## src/rtl/sprite_compositor_pkg.sv

```systemverilog
// -----------------------------------------------------------------------------
// sprite_pkg
// Shared constants and types for the sprite compositor slice.
//   RGB_W        default colour channel width
//   SCREEN_W/H   active raster size the renderers are built for
//   LAYER_PLAYER layer index that carries the player sprite (top priority)
//   rgb_t        packed {r,g,b} pixel
//   layer_t      one renderer output: colour plus opaque-pixel flag
// -----------------------------------------------------------------------------
package sprite_pkg;

  localparam int RGB_W        = 8;
  localparam int SCREEN_W     = 1280;
  localparam int SCREEN_H     = 720;
  localparam int LAYER_PLAYER = 0;

  typedef struct packed {
    logic [RGB_W-1:0] r;
    logic [RGB_W-1:0] g;
    logic [RGB_W-1:0] b;
  } rgb_t;

  typedef struct packed {
    rgb_t rgb;
    logic hit;
  } layer_t;

endpackage

```

## src/rtl/sprite_compositor_if.sv

```systemverilog
// -----------------------------------------------------------------------------
// sprite_compositor_if
// Pixel bus into and out of the compositor.
//   i_de/i_h_sync/i_v_sync   video timing from the renderers
//   i_layer_rgb              NUM_LAYERS x {R,G,B}, layer k at [k*3*RGB_W +: 3*RGB_W]
//   i_layer_hit              per-layer opaque flag
//   i_bg_rgb                 background {R,G,B}
//   o_red/o_green/o_blue     composited pixel
//   o_de/o_h_sync/o_v_sync   timing aligned to the composited pixel
//   o_collision              previous frame contained a player/obstacle overlap
//   o_collision_count        saturating count of colliding frames
// Modports: master = pixel source / sink side, slave = compositor.
// -----------------------------------------------------------------------------
interface sprite_compositor_if #(
  parameter int NUM_LAYERS = 4,
  parameter int RGB_W      = 8,
  parameter int CNT_W      = 16
);

  logic                         i_de;
  logic                         i_h_sync;
  logic                         i_v_sync;
  logic [NUM_LAYERS*3*RGB_W-1:0] i_layer_rgb;
  logic [NUM_LAYERS-1:0]        i_layer_hit;
  logic [3*RGB_W-1:0]           i_bg_rgb;

  logic [RGB_W-1:0]             o_red;
  logic [RGB_W-1:0]             o_green;
  logic [RGB_W-1:0]             o_blue;
  logic                         o_de;
  logic                         o_h_sync;
  logic                         o_v_sync;
  logic                         o_collision;
  logic [CNT_W-1:0]             o_collision_count;

  modport master (
    output i_de, i_h_sync, i_v_sync, i_layer_rgb, i_layer_hit, i_bg_rgb,
    input  o_red, o_green, o_blue, o_de, o_h_sync, o_v_sync,
           o_collision, o_collision_count
  );

  modport slave (
    input  i_de, i_h_sync, i_v_sync, i_layer_rgb, i_layer_hit, i_bg_rgb,
    output o_red, o_green, o_blue, o_de, o_h_sync, o_v_sync,
           o_collision, o_collision_count
  );

endinterface

```

## src/rtl/sprite_compositor_priority_mux.sv

```systemverilog
// -----------------------------------------------------------------------------
// sprite_priority_mux
// Purely combinational lowest-index-wins layer selector.
//   layer_rgb_i  NUM_LAYERS x {R,G,B}
//   layer_hit_i  per-layer opaque flag
//   bg_rgb_i     colour used when no layer is opaque
//   rgb_o        selected colour
//   win_idx_o    index of the winning layer (0 when none)
//   win_hit_o    1 when some layer won, 0 when background was chosen
// -----------------------------------------------------------------------------
module sprite_priority_mux #(
  parameter int NUM_LAYERS = 4,
  parameter int RGB_W      = 8,
  parameter int IDX_W      = $clog2(NUM_LAYERS)
) (
  input  logic [NUM_LAYERS*3*RGB_W-1:0] layer_rgb_i,
  input  logic [NUM_LAYERS-1:0]         layer_hit_i,
  input  logic [3*RGB_W-1:0]            bg_rgb_i,
  output logic [3*RGB_W-1:0]            rgb_o,
  output logic [IDX_W-1:0]              win_idx_o,
  output logic                          win_hit_o
);

  logic [3*RGB_W-1:0] layer_arr [NUM_LAYERS];

  for (genvar gi = 0; gi < NUM_LAYERS; gi++) begin : g_unpack
    assign layer_arr[gi] = layer_rgb_i[gi*3*RGB_W +: 3*RGB_W];
  end

  // Walk from the bottom layer upward so the last assignment, i.e. the
  // lowest opaque index, is the one that sticks.
  always_comb begin
    rgb_o     = bg_rgb_i;
    win_idx_o = '0;
    win_hit_o = 1'b0;
    for (int k = NUM_LAYERS - 1; k >= 0; k--) begin
      if (layer_hit_i[k]) begin
        rgb_o     = layer_arr[k];
        win_idx_o = IDX_W'(k);
        win_hit_o = 1'b1;
      end
    end
  end

endmodule

```

## src/rtl/sprite_compositor.sv

```systemverilog
// -----------------------------------------------------------------------------
// sprite_compositor
// Merges NUM_LAYERS sprite layers over a background into one pixel stream and
// reports player-vs-obstacle overlap once per frame.
// Ports:
//   i_clk  pixel clock
//   i_rst  asynchronous active-high reset
//   bus    sprite_compositor_if.slave (pixel inputs, composited outputs,
//          collision flag and counter)
// Pipeline: stage 1 registers all inputs, stage 2 registers the selected
// colour and delayed timing; total latency 2 cycles.
// Build option: define SPRITE_COMP_FLASH_EN to invert player-won pixels while
// o_collision is set.
// -----------------------------------------------------------------------------
module sprite_compositor #(
  parameter int NUM_LAYERS = 4,
  parameter int RGB_W      = sprite_pkg::RGB_W,
  parameter int CNT_W      = 16
) (
  input logic               i_clk,
  input logic               i_rst,
  sprite_compositor_if.slave bus
);

  import sprite_pkg::*;

  localparam int PIX_W = 3 * RGB_W;
  localparam int IDX_W = $clog2(NUM_LAYERS);

  // Stage 1
  logic                          de_s1_q, hs_s1_q, vs_s1_q;
  logic [NUM_LAYERS*PIX_W-1:0]   layer_rgb_s1_q;
  logic [NUM_LAYERS-1:0]         hit_s1_q;
  logic [PIX_W-1:0]              bg_s1_q;

  // Stage 2
  logic                          de_s2_q, hs_s2_q, vs_s2_q;
  logic [PIX_W-1:0]              rgb_s2_q, rgb_d;

  // Frame collision tracking
  logic                          vs_prev_q;
  logic                          acc_q, acc_d;
  logic                          coll_q, coll_d;
  logic [CNT_W-1:0]              count_q, count_d;

  logic [PIX_W-1:0]              mux_rgb;
  logic [IDX_W-1:0]              win_idx;
  logic                          win_hit;
  logic [PIX_W-1:0]              pix_rgb;
  logic                          overlap;
  logic                          frame_edge;

  sprite_priority_mux #(
    .NUM_LAYERS (NUM_LAYERS),
    .RGB_W      (RGB_W),
    .IDX_W      (IDX_W)
  ) u_mux (
    .layer_rgb_i (layer_rgb_s1_q),
    .layer_hit_i (hit_s1_q),
    .bg_rgb_i    (bg_s1_q),
    .rgb_o       (mux_rgb),
    .win_idx_o   (win_idx),
    .win_hit_o   (win_hit)
  );

`ifdef SPRITE_COMP_FLASH_EN
  logic flash;
  assign flash   = coll_q & win_hit & (win_idx == IDX_W'(LAYER_PLAYER));
  assign pix_rgb = flash ? ~mux_rgb : mux_rgb;
`else
  // The winner index only drives the flash path; keep it visibly consumed.
  logic unused_win;
  assign unused_win = ^{win_idx, win_hit};
  assign pix_rgb    = mux_rgb;
`endif

  assign overlap    = de_s1_q & hit_s1_q[LAYER_PLAYER] & (|hit_s1_q[NUM_LAYERS-1:1]);
  assign frame_edge = vs_s1_q & ~vs_prev_q;

  always_comb begin
    rgb_d   = de_s1_q ? pix_rgb : '0;
    acc_d   = acc_q | overlap;
    coll_d  = coll_q;
    count_d = count_q;
    if (frame_edge) begin
      coll_d = acc_q;
      // A pixel arriving on the boundary cycle starts the new frame's record.
      acc_d  = overlap;
      if (acc_q && (count_q != {CNT_W{1'b1}})) begin
        count_d = count_q + 1'b1;
      end
    end
  end

  always_ff @(posedge i_clk or posedge i_rst) begin
    if (i_rst) begin
      de_s1_q        <= 1'b0;
      hs_s1_q        <= 1'b0;
      vs_s1_q        <= 1'b0;
      layer_rgb_s1_q <= '0;
      hit_s1_q       <= '0;
      bg_s1_q        <= '0;
      de_s2_q        <= 1'b0;
      hs_s2_q        <= 1'b0;
      vs_s2_q        <= 1'b0;
      rgb_s2_q       <= '0;
      vs_prev_q      <= 1'b0;
      acc_q          <= 1'b0;
      coll_q         <= 1'b0;
      count_q        <= '0;
    end else begin
      de_s1_q        <= bus.i_de;
      hs_s1_q        <= bus.i_h_sync;
      vs_s1_q        <= bus.i_v_sync;
      layer_rgb_s1_q <= bus.i_layer_rgb;
      hit_s1_q       <= bus.i_layer_hit;
      bg_s1_q        <= bus.i_bg_rgb;
      de_s2_q        <= de_s1_q;
      hs_s2_q        <= hs_s1_q;
      vs_s2_q        <= vs_s1_q;
      rgb_s2_q       <= rgb_d;
      vs_prev_q      <= vs_s1_q;
      acc_q          <= acc_d;
      coll_q         <= coll_d;
      count_q        <= count_d;
    end
  end

  assign bus.o_red             = rgb_s2_q[3*RGB_W-1 -: RGB_W];
  assign bus.o_green           = rgb_s2_q[2*RGB_W-1 -: RGB_W];
  assign bus.o_blue            = rgb_s2_q[RGB_W-1 -: RGB_W];
  assign bus.o_de              = de_s2_q;
  assign bus.o_h_sync          = hs_s2_q;
  assign bus.o_v_sync          = vs_s2_q;
  assign bus.o_collision       = coll_q;
  assign bus.o_collision_count = count_q;

endmodule

```

## src/flat_wrapper.sv

```systemverilog
// flat-port wrapper written by rule: the top's interface ports become plain ports
module sprite_compositor_flat import sprite_pkg::*;
#(
  parameter int NUM_LAYERS = 4,
  parameter int RGB_W      = sprite_pkg::RGB_W,
  parameter int CNT_W      = 16
)
  (i_clk, i_rst, bus_i_de, bus_i_h_sync, bus_i_v_sync, bus_i_layer_rgb, bus_i_layer_hit, bus_i_bg_rgb, bus_o_red, bus_o_green, bus_o_blue, bus_o_de, bus_o_h_sync, bus_o_v_sync, bus_o_collision, bus_o_collision_count);
  sprite_compositor_if #(.NUM_LAYERS(NUM_LAYERS), .RGB_W(RGB_W), .CNT_W(CNT_W)) bus_i ();
  input logic i_clk;
  input logic i_rst;
  input wire logic [$bits(bus_i.i_de)-1:0] bus_i_de;
  input wire logic [$bits(bus_i.i_h_sync)-1:0] bus_i_h_sync;
  input wire logic [$bits(bus_i.i_v_sync)-1:0] bus_i_v_sync;
  input wire logic [$bits(bus_i.i_layer_rgb)-1:0] bus_i_layer_rgb;
  input wire logic [$bits(bus_i.i_layer_hit)-1:0] bus_i_layer_hit;
  input wire logic [$bits(bus_i.i_bg_rgb)-1:0] bus_i_bg_rgb;
  output wire logic [$bits(bus_i.o_red)-1:0] bus_o_red;
  output wire logic [$bits(bus_i.o_green)-1:0] bus_o_green;
  output wire logic [$bits(bus_i.o_blue)-1:0] bus_o_blue;
  output wire logic [$bits(bus_i.o_de)-1:0] bus_o_de;
  output wire logic [$bits(bus_i.o_h_sync)-1:0] bus_o_h_sync;
  output wire logic [$bits(bus_i.o_v_sync)-1:0] bus_o_v_sync;
  output wire logic [$bits(bus_i.o_collision)-1:0] bus_o_collision;
  output wire logic [$bits(bus_i.o_collision_count)-1:0] bus_o_collision_count;
  assign bus_i.i_de = bus_i_de;
  assign bus_i.i_h_sync = bus_i_h_sync;
  assign bus_i.i_v_sync = bus_i_v_sync;
  assign bus_i.i_layer_rgb = bus_i_layer_rgb;
  assign bus_i.i_layer_hit = bus_i_layer_hit;
  assign bus_i.i_bg_rgb = bus_i_bg_rgb;
  assign bus_o_red = bus_i.o_red;
  assign bus_o_green = bus_i.o_green;
  assign bus_o_blue = bus_i.o_blue;
  assign bus_o_de = bus_i.o_de;
  assign bus_o_h_sync = bus_i.o_h_sync;
  assign bus_o_v_sync = bus_i.o_v_sync;
  assign bus_o_collision = bus_i.o_collision;
  assign bus_o_collision_count = bus_i.o_collision_count;
  sprite_compositor #(.NUM_LAYERS(NUM_LAYERS), .RGB_W(RGB_W), .CNT_W(CNT_W)) u_core (.i_clk(i_clk), .i_rst(i_rst), .bus(bus_i));
endmodule
```

## config.mk

```make
export PLATFORM = sky130hd
export DESIGN_NAME = sprite_compositor_flat
export DESIGN_NICKNAME = d
export VERILOG_FILES = /design/src/rtl/sprite_compositor_pkg.sv /design/src/rtl/sprite_compositor_if.sv /design/src/rtl/sprite_compositor_priority_mux.sv /design/src/rtl/sprite_compositor.sv /design/src/flat_wrapper.sv
export SDC_FILE = /design/constraint.sdc
export NUM_CORES = 1
export LEC_CHECK = 0
export CORE_ASPECT_RATIO = 1.4
export CORE_MARGIN = 2
export CORE_UTILIZATION = 45
export CTS_BUF_LIST = sky130_fd_sc_hd__clkbuf_8
export DETAILED_ROUTE_END_ITERATION = 8
export PLACE_DENSITY = 0.74
export SLEW_MARGIN = 15
export SYNTH_ARGS = -nofsm -noshare
export SYNTH_HDL_FRONTEND = slang
export SYNTH_SLANG_ARGS = --single-unit
```

## constraint.sdc

```tcl
create_clock -name i_clk -period 6.35 [get_ports i_clk]
set_input_delay 0.9525 -clock i_clk [delete_from_list [all_inputs] [get_ports i_clk]]
set_output_delay 0.9525 -clock i_clk [all_outputs]
set_load 0.01 [all_outputs]
```

Yosys cells after proc, flatten, opt, wreduce, memory -nomap -nowiden
Index checks and enable logic that the tools add are counted.
{"block": "word_totals", "regBits": 172, "latchBits": 0, "ramBits": 0, "rom_bits": 0, "input_bits": 129, "n_memories": 0}
{"block": "classes", "n_addsub": 1, "n_mul": 0, "div": 0, "n_lt_le_gt_ge": 0, "eq_ne": 1, "n_shift": 0, "mux": 6, "bitwise_logic": 5, "n_reduce_logical": 3}
{"op": "$mux 24", "n": 5}
{"op": "$add 16x1->16 const B", "n": 1}
{"op": "$ne 16x16->1 const B", "n": 1}
{"op": "$and 1x1->1", "n": 3}
{"op": "$reduce_or 3->1", "n": 1}
{"op": "$reduce_and 2->1", "n": 1}
{"op": "$logic_and 1x1->1", "n": 1}
{"op": "$mux 1", "n": 1}
{"op": "$not 1->1", "n": 1}
{"op": "$or 1x1->1", "n": 1}

Logic depth before layout (Yosys ltp)
Gate-level depths: netlist of run 1.
{"block": "depth", "ltp_word": 5, "depth_mapped": 6, "depth_no_buf": 5}

Modules after synthesis
From an unflattened synthesis of run 1, not the netlist that was laid out.
{"block": "unflattened", "hier_cells": 380, "area_unflattened_um2": 5898.2}
{"module": "sprite_compositor", "n_inst": 1, "cells_each": 259, "area_per_inst_um2": 4919.7, "seq_area_each_um2": 4304.1}
{"module": "sprite_priority_mux", "n_inst": 1, "cells_each": 121, "area_per_inst_um2": 978.4, "seq_area_each_um2": 0.0}

Worst setup path after synthesis of run 1
OpenSTA, ideal clock, no wires.
{"block": "synth_path", "path_type": "register -> register", "start": "register u_core.count_q[0] (netlist: u_core.bus.o_collision_count[0])", "end": "register u_core.count_q[11] (netlist: u_core.bus.o_collision_count[11])", "arrival_ns": 1.578, "required_ns": 6.270, "setup_slack_ns": 4.692, "path_stages_with_launch": 7, "path_buffers": 1, "cell_sequence": "dfrtp_1 ha_1 nand4_1 o41a_1 buf_6 nand4_1 xnor2_1"}
{"block": "synth_between", "elab_chain_len": 3}
{"element": "start, declared", "line": "sprite_compositor.sv:44", "rtl": "logic [CNT_W-1:0] count_q, count_d;"}
{"element": "start signal, assigned", "line": "sprite_compositor.sv:125", "rtl": "count_q <= count_d;"}
{"element": "branches (longest 3 deep; another with $add 16x1->16)"}
Parallel ways; which one is timed is not known.
A chain may end at the register's enable or synchronous reset.

==> flow_metrics.env, run 1 <==
export IMPL_maxCapViolCount=0
export IMPL_power_density_nw_per_um2=282
export IMPL_wl_per_cell_um=16.6
export IMPL_startpoint_type="input pin"
export IMPL_power_switching_uw=515
export IMPL_seq_area_frac_synth=0.753
export IMPL_numCtsBuffers=17
export IMPL_layout_min_cycle_time_ps=2470
export IMPL_first_iter_violations=133
export IMPL_dieHeight_um=137
export IMPL_cts_resized=0
export IMPL_grt_pass1_vias=3925
export IMPL_status="complete, no violations"
export IMPL_p_seq_frac=0.536
export IMPL_clkPwrFrac=0.352
export IMPL_io_pins=173
export IMPL_path_clk_slew_ps=80
export IMPL_layout_commonest_cell="clkdlybuf4s50_1"
export IMPL_place_inst=701
export IMPL_layout_nets=700
export IMPL_antenna_found_initial=1
export IMPL_ctsHoldBuffers=0
export IMPL_rr_endpoint="u_core.bus.o_collision_count[1]"
export IMPL_firstDrtPassIters=4
export IMPL_vias=3626
export IMPL_place_area_um2=7570
export IMPL_gr_total_overflow=0
export IMPL_critPathRequiredTime_ps=6810
export IMPL_core_um2=12400
export IMPL_die_width_um=99.2
export IMPL_tightest_slew_ps=1010
export IMPL_arrival_ps=2940
export IMPL_worstSkewPairLatency_ps=440
export IMPL_cts_tree="done"
export IMPL_synth_fp_nets=525
export IMPL_place_hpwl_mm=8.32
export IMPL_rr_startpoint="u_core.bus.o_collision_count[0]"
export IMPL_fp_dieArea_um2=13600
export IMPL_power_frac_comb=0.111
export IMPL_max_freq_mhz=405
export IMPL_synth_edf_count=0
export IMPL_min_period_over_period=0.389
export IMPL_netlist_area_um2=5710
export IMPL_grt_pass1_wl_mm=19.1
export IMPL_min_path_type="reg2reg"
export IMPL_nFillCells=943
export IMPL_grt_max_degree=116
export IMPL_postRouteAntennaNets=0
export IMPL_io_buffer_count=172
export IMPL_finalMaxSlewViolations=0
export IMPL_rsz0062_at_grt="no"
export IMPL_vias_per_cell=4.94
export IMPL_criticalPathCategory="in2async"
export IMPL_routabilityCongestion=0.817
export IMPL_fin_worst_skew_ps=16.0
export IMPL_setup_viol=0
export IMPL_ys_warn_count=0
export IMPL_grt_usage=0.188
export IMPL_cp_max_fo=115
export IMPL_setup_tns_ps=0
export IMPL_start_util=0.462
export IMPL_crit_path_end_kind="asynchronous set/reset pin"
export IMPL_total_power_mw=2.25
export IMPL_hold_start="u_core.hs_s1_q"
export IMPL_synth_cell_type_count=27
export IMPL_syn_to_final_growth_pct=39.8
export IMPL_drt_wl_total_mm=12.2
export IMPL_ys_ff_latch=172
export IMPL_ir_drop_uv=159
export IMPL_final_area_um2=7990
export IMPL_final_cells=734
export IMPL_clockRootBuffer="clkbuf_8"
export IMPL_finalHoldViolCount=0
export IMPL_holdPathStages=0
export IMPL_synthArstFlopShare=1.00
export IMPL_min_to="u_core.bus.o_h_sync"
export IMPL_netlist_instances=395
export IMPL_r2r_cells=4
export IMPL_clock_path_buffers=2
export IMPL_leakagePower_nw=3.51
export IMPL_swShare=0.229
export IMPL_core_rowCount=48
export IMPL_synth_flop_cell="dfrtp_1"
export IMPL_drive_above_1_share=0.0617
export IMPL_intPower_mw=1.74
export IMPL_drcViolationCount=0
export IMPL_rrSetupSlack_ps=4470
export IMPL_relSlewSlack=0.326
export IMPL_htree_levels=4
export IMPL_mostFrequentLayoutCells="172 x clkdlybuf4s50_1, 170 x dfrtp_1, 48 x mux2i_1, 48 x o21ai_0, 36 x nand2_1"
export IMPL_synth_avg_cell_area_um2=14.5
export IMPL_cts_sinks=172
export IMPL_cts_setup_buffers=0
## per-layer routing
metal  vias to the layer above  part of all wire  global-route usage
li1                       1701                 -                   -
met1                      1761              0.35               0.196
met2                       135              0.55               0.340
met3                        29             0.055              0.0436
met4                         0             0.042               0.113
met5                         -                 0                   0
## power groups by stage
stage	logic, mW	clock network (mW)	registers, mW
2_1_floorplan	0.0928	0	1.23
6_report	0.251	0.794	1.21
3_5_place_dp	0.255	0	1.23
5_1_grt	0.274	0.857	1.22
3_3_place_gp	0.248	0	1.23
4_1_cts	0.257	0.810	1.21
## logic make-up after synthesis
| group | Yosys count | synth area share |
|---|---|---|
| DFF | 172 | 0.753 |
| muxes | 50 | 0.0880 |
| AOI/OAI and AO/OA | 74 | 0.0666 |
| adders and majority gates | 1 | 0.00219 |
| and+or+nand+nor | 62 | 0.0515 |
| xor gates and xnor gates | 14 | 0.0215 |
| buffers and inverters | 22 | 0.0169 |
## flip-flops by register name, indices dropped and copies added, names as in the netlist
signal and cells:
u_core.acc_q 1, u_core.bg_s1_q 24, u_core.bus.o_collision 1, u_core.bus.o_collision_count 16, u_core.bus.o_de 1, u_core.bus.o_h_sync 1, u_core.bus.o_v_sync 1, u_core.de_s1_q 1
u_core.hit_s1_q 4, u_core.hs_s1_q 1, u_core.layer_rgb_s1_q 96, u_core.rgb_s2_q 24, u_core.vs_s1_q 1
## worst max path at each step
stage | to | cells after the start | start
floorplan | u_core.acc_q | 1 | i_rst
global placement | u_core.hit_s1_q[3] | 3 | i_rst
detailed placement | u_core.hit_s1_q[1] | 3 | i_rst
CTS | u_core.hit_s1_q[1] | 3 | i_rst
global route | u_core.hit_s1_q[3] | 3 | i_rst
finish | u_core.hit_s1_q[1] | 3 | i_rst
## cell usage after synthesis (2+ instances only)
cell type / instances / area [µm²]
dfrtp_1: 172 / 4300
nand2_1: 36 / 135
xnor2_1: 13 / 114
nor2_1: 2 / 7.51
a21oi_1: 24 / 120
o21ai_0: 48 / 240
and3_1: 2 / 12.5
buf_2: 5 / 25.0
mux2_2: 2 / 22.5
nand3_1: 6 / 30.0
mux2i_1: 48 / 480
nand4_1: 7 / 43.8
and4_1: 2 / 17.5
inv_1: 3 / 11.3
nand2b_1: 2 / 12.5
clkbuf_1: 12 / 45.0
## final cells by class
class                      count  area, µm²  area share
antenna                        1       2.50    0.000313
clock buffer                  17        234      0.0293
clock inverter                15        183      0.0229
inverter                       3       16.3     0.00204
multi-input combinational    201       1310       0.164
sequential                   172       4310       0.539
tap                          150        188      0.0235
timing repair buffer         175       1740       0.218
## stage by stage
stage,hold WS (ps),setup slack [ps],util
4_1_cts,364,3820,0.645
5_1_grt,374,3550,0.646
2_1_floorplan,331,737,-
3_5_place_dp,340,3340,0.612
3_3_place_gp,334,3420,0.612
6_report,361,3880,0.646
## worst max-delay path, cell delays in order
cell and delay (ps):
clkdlybuf4s50_1 470, inv_6 670, buf_4 690
Note: power is estimated with default switching activity, not from simulation.
==> run 2: changes to the inputs <==
Clock period 6.35 ns to 2.5 ns, I/O delays scaled along.
==> run 2 against run 1 <==
Effect of this change: setup slack got worse by 3300 ps; total power grew 150%; clock skew decreased by 6.1 ps; design area rose by 0.14%; count of clock-buffer cells in the layout up 4; first-iteration DRC count decreased by 17%; wire length down 1.7%; cell count is the same; sequential share of layout area shrank 0.076 points; highest routed layer unchanged.
==> flow_metrics.env, run 2 (synthesis gave the netlist of run 1 again) <==
export IMPL_final_cells=734
export IMPL_vias=3601
export IMPL_power_density_nw_per_um2=693
export IMPL_fp_dieArea_um2=13600
export IMPL_intPower_mw=4.24
export IMPL_rr_startpoint="u_core.bus.o_collision_count[0]"
export IMPL_layout_commonest_cell="clkdlybuf4s50_1"
export IMPL_crit_family="buffers and inverters"
export IMPL_clockRootBuffer="clkbuf_8"
export IMPL_core_rowCount=48
export IMPL_cp_slowest_stage_delay_ps=580
export IMPL_place_inst=703
export IMPL_fin_worst_skew_ps=9.93
export IMPL_io_buffer_count=172
export IMPL_fin_util=0.646
export IMPL_cts_tree="done"
export IMPL_htree_levels=4
export IMPL_firstDrtPassIters=4
export IMPL_total_power_mw=5.54
export IMPL_criticalPathCategory="reg2out"
export IMPL_holdPathStages=0
export IMPL_r2r_cells=4
export IMPL_path_clk_slew_ps=90
export IMPL_relSlewSlack=0.381
export IMPL_largest_register="u_core.layer_rgb_s1_q"
export IMPL_hold_start="u_core.hs_s1_q"
export IMPL_power_switching_mw=1.30
export IMPL_startpoint_type="flip-flop"
export IMPL_p_seq_frac=0.555
export IMPL_grt_max_degree=102
export IMPL_cp_slowest_cell="clkdlybuf4s50_1"
export IMPL_vias_per_cell=4.91
export IMPL_place_hpwl_mm=8.29
export IMPL_reg_top3="u_core.layer_rgb_s1_q (96), u_core.bg_s1_q (24), u_core.rgb_s2_q (24)"
export IMPL_numCtsBuffers=17
export IMPL_arrival_ps=1500
export IMPL_min_path_type="reg2reg"
export IMPL_cts_setup_buffers=0
export IMPL_worstPathBufferInverterCount=1
export IMPL_min_period_over_period=0.751
export IMPL_grt_pass1_wl_mm=18.7
export IMPL_routabilityCongestion=0.765
export IMPL_min_to="u_core.bus.o_h_sync"
export IMPL_crit_path_end_kind="output pin"
export IMPL_setup_viol=0
export IMPL_setup_tns_ps=0
export IMPL_cp_cell_sequence="clkdlybuf4s50_1"
export IMPL_grt_usage=0.184
export IMPL_worstSkewPairLatency_ps=430
export IMPL_drive_above_1_share=0.0668
export IMPL_rrSetupSlack_ps=650
export IMPL_swShare=0.235
export IMPL_clock_path_buffers=2
export IMPL_max_freq_mhz=533
export IMPL_antenna_found_initial=0
export IMPL_grt_pass1_vias=3828
export IMPL_dieHeight_um=137
export IMPL_syn_to_final_growth_pct=40.0
export IMPL_io_pins=173
export IMPL_finalMaxSlewViolations=0
export IMPL_wl_per_cell_um=16.4
export IMPL_leakagePower_nw=3.51
export IMPL_start_util=0.462
export IMPL_n_antenna_cell=0
export IMPL_cts_sinks=172
export IMPL_mostFrequentLayoutCells="172 x clkdlybuf4s50_1, 170 x dfrtp_1, 48 x mux2i_1, 48 x o21ai_0, 36 x nand2_1"
export IMPL_power_frac_comb=0.117
export IMPL_gr_total_overflow=0
export IMPL_layout_min_cycle_time_ps=1880
export IMPL_ir_drop_uv=377
export IMPL_postRouteAntennaNets=0
export IMPL_critPathRequiredTime_ps=2120
export IMPL_ctsHoldBuffers=0
export IMPL_layout_nets=702
export IMPL_drt_wl_total_mm=12.0
export IMPL_first_iter_violations=110
export IMPL_core_um2=12400
export IMPL_finalHoldViolCount=0
export IMPL_rsz0062_at_grt="no"
export IMPL_tightest_slew_ps=929
export IMPL_status="complete, no violations"
export IMPL_clkPwrFrac=0.328
export IMPL_die_width_um=99.2
export IMPL_maxCapViolCount=0
export IMPL_rr_endpoint="u_core.bus.o_collision_count[1]"
export IMPL_cp_startpoint="u_core.bus.o_collision_count[8]"
export IMPL_largest_reg_flops=96
export IMPL_drcViolationCount=0
export IMPL_cts_resized=0
export IMPL_cp_max_fo=7
[run 2: metal layers]
| metal | up-vias | track usage | part of all wire |
|---|---|---|---|
| li1 | 1700 | - | - |
| met1 | 1759 | 0.194 | 0.36 |
| met2 | 126 | 0.341 | 0.56 |
| met3 | 16 | 0.0543 | 0.056 |
| met4 | 0 | 0.0723 | 0.023 |
| met5 | - | 0 | 0 |
[run 2: worst max path at each step]
| stage | endpoint | slack, ps | cells after the start |
|---|---|---|---|
| after detailed placement | u_core.bus.o_collision_count[1] | 680 | 4 |
| final | bus_o_collision_count[8] | 620 | 1 |
| after CTS | bus_o_collision_count[8] | 580 | 1 |
| after floorplan | u_core.acc_q | -70 | 1 |
| after global routing | u_core.bus.o_collision_count[3] | 530 | 5 |
| after global placement | u_core.bus.o_collision_count[1] | 740 | 4 |
[run 2: per-stage QoR]
stage               worst slack (ps)  cell area (µm²)  hold WS (ps)
CTS                              576             8000           345
finish                           622             8000           355
floorplan                      -71.7             5720           331
global route                     526             8000           333
global placement                 738             7620           336
detailed placement               677             7620           337
[run 2: layout make-up]
class / instances / area [µm²]
Tap cell: 150 / 188
Sequential cell: 172 / 4310
Inverter: 3 / 15.0
Clock inverter: 10 / 90.1
Multi-Input combinational cell: 201 / 1310
Clock buffer: 21 / 289
Fill cell: 968 / 4370
Timing Repair Buffer: 177 / 1800
[run 2: power groups by stage]
stage                     Combinational, mW  Clock (mW)  Sequential [mW]
after global placement                0.637           0             3.13
final                                 0.648        1.82             3.08
after CTS                             0.661        1.87             3.08
after floorplan                       0.236           0             3.12
after detailed placement              0.658           0             3.14
after global routing                  0.710        1.98             3.10
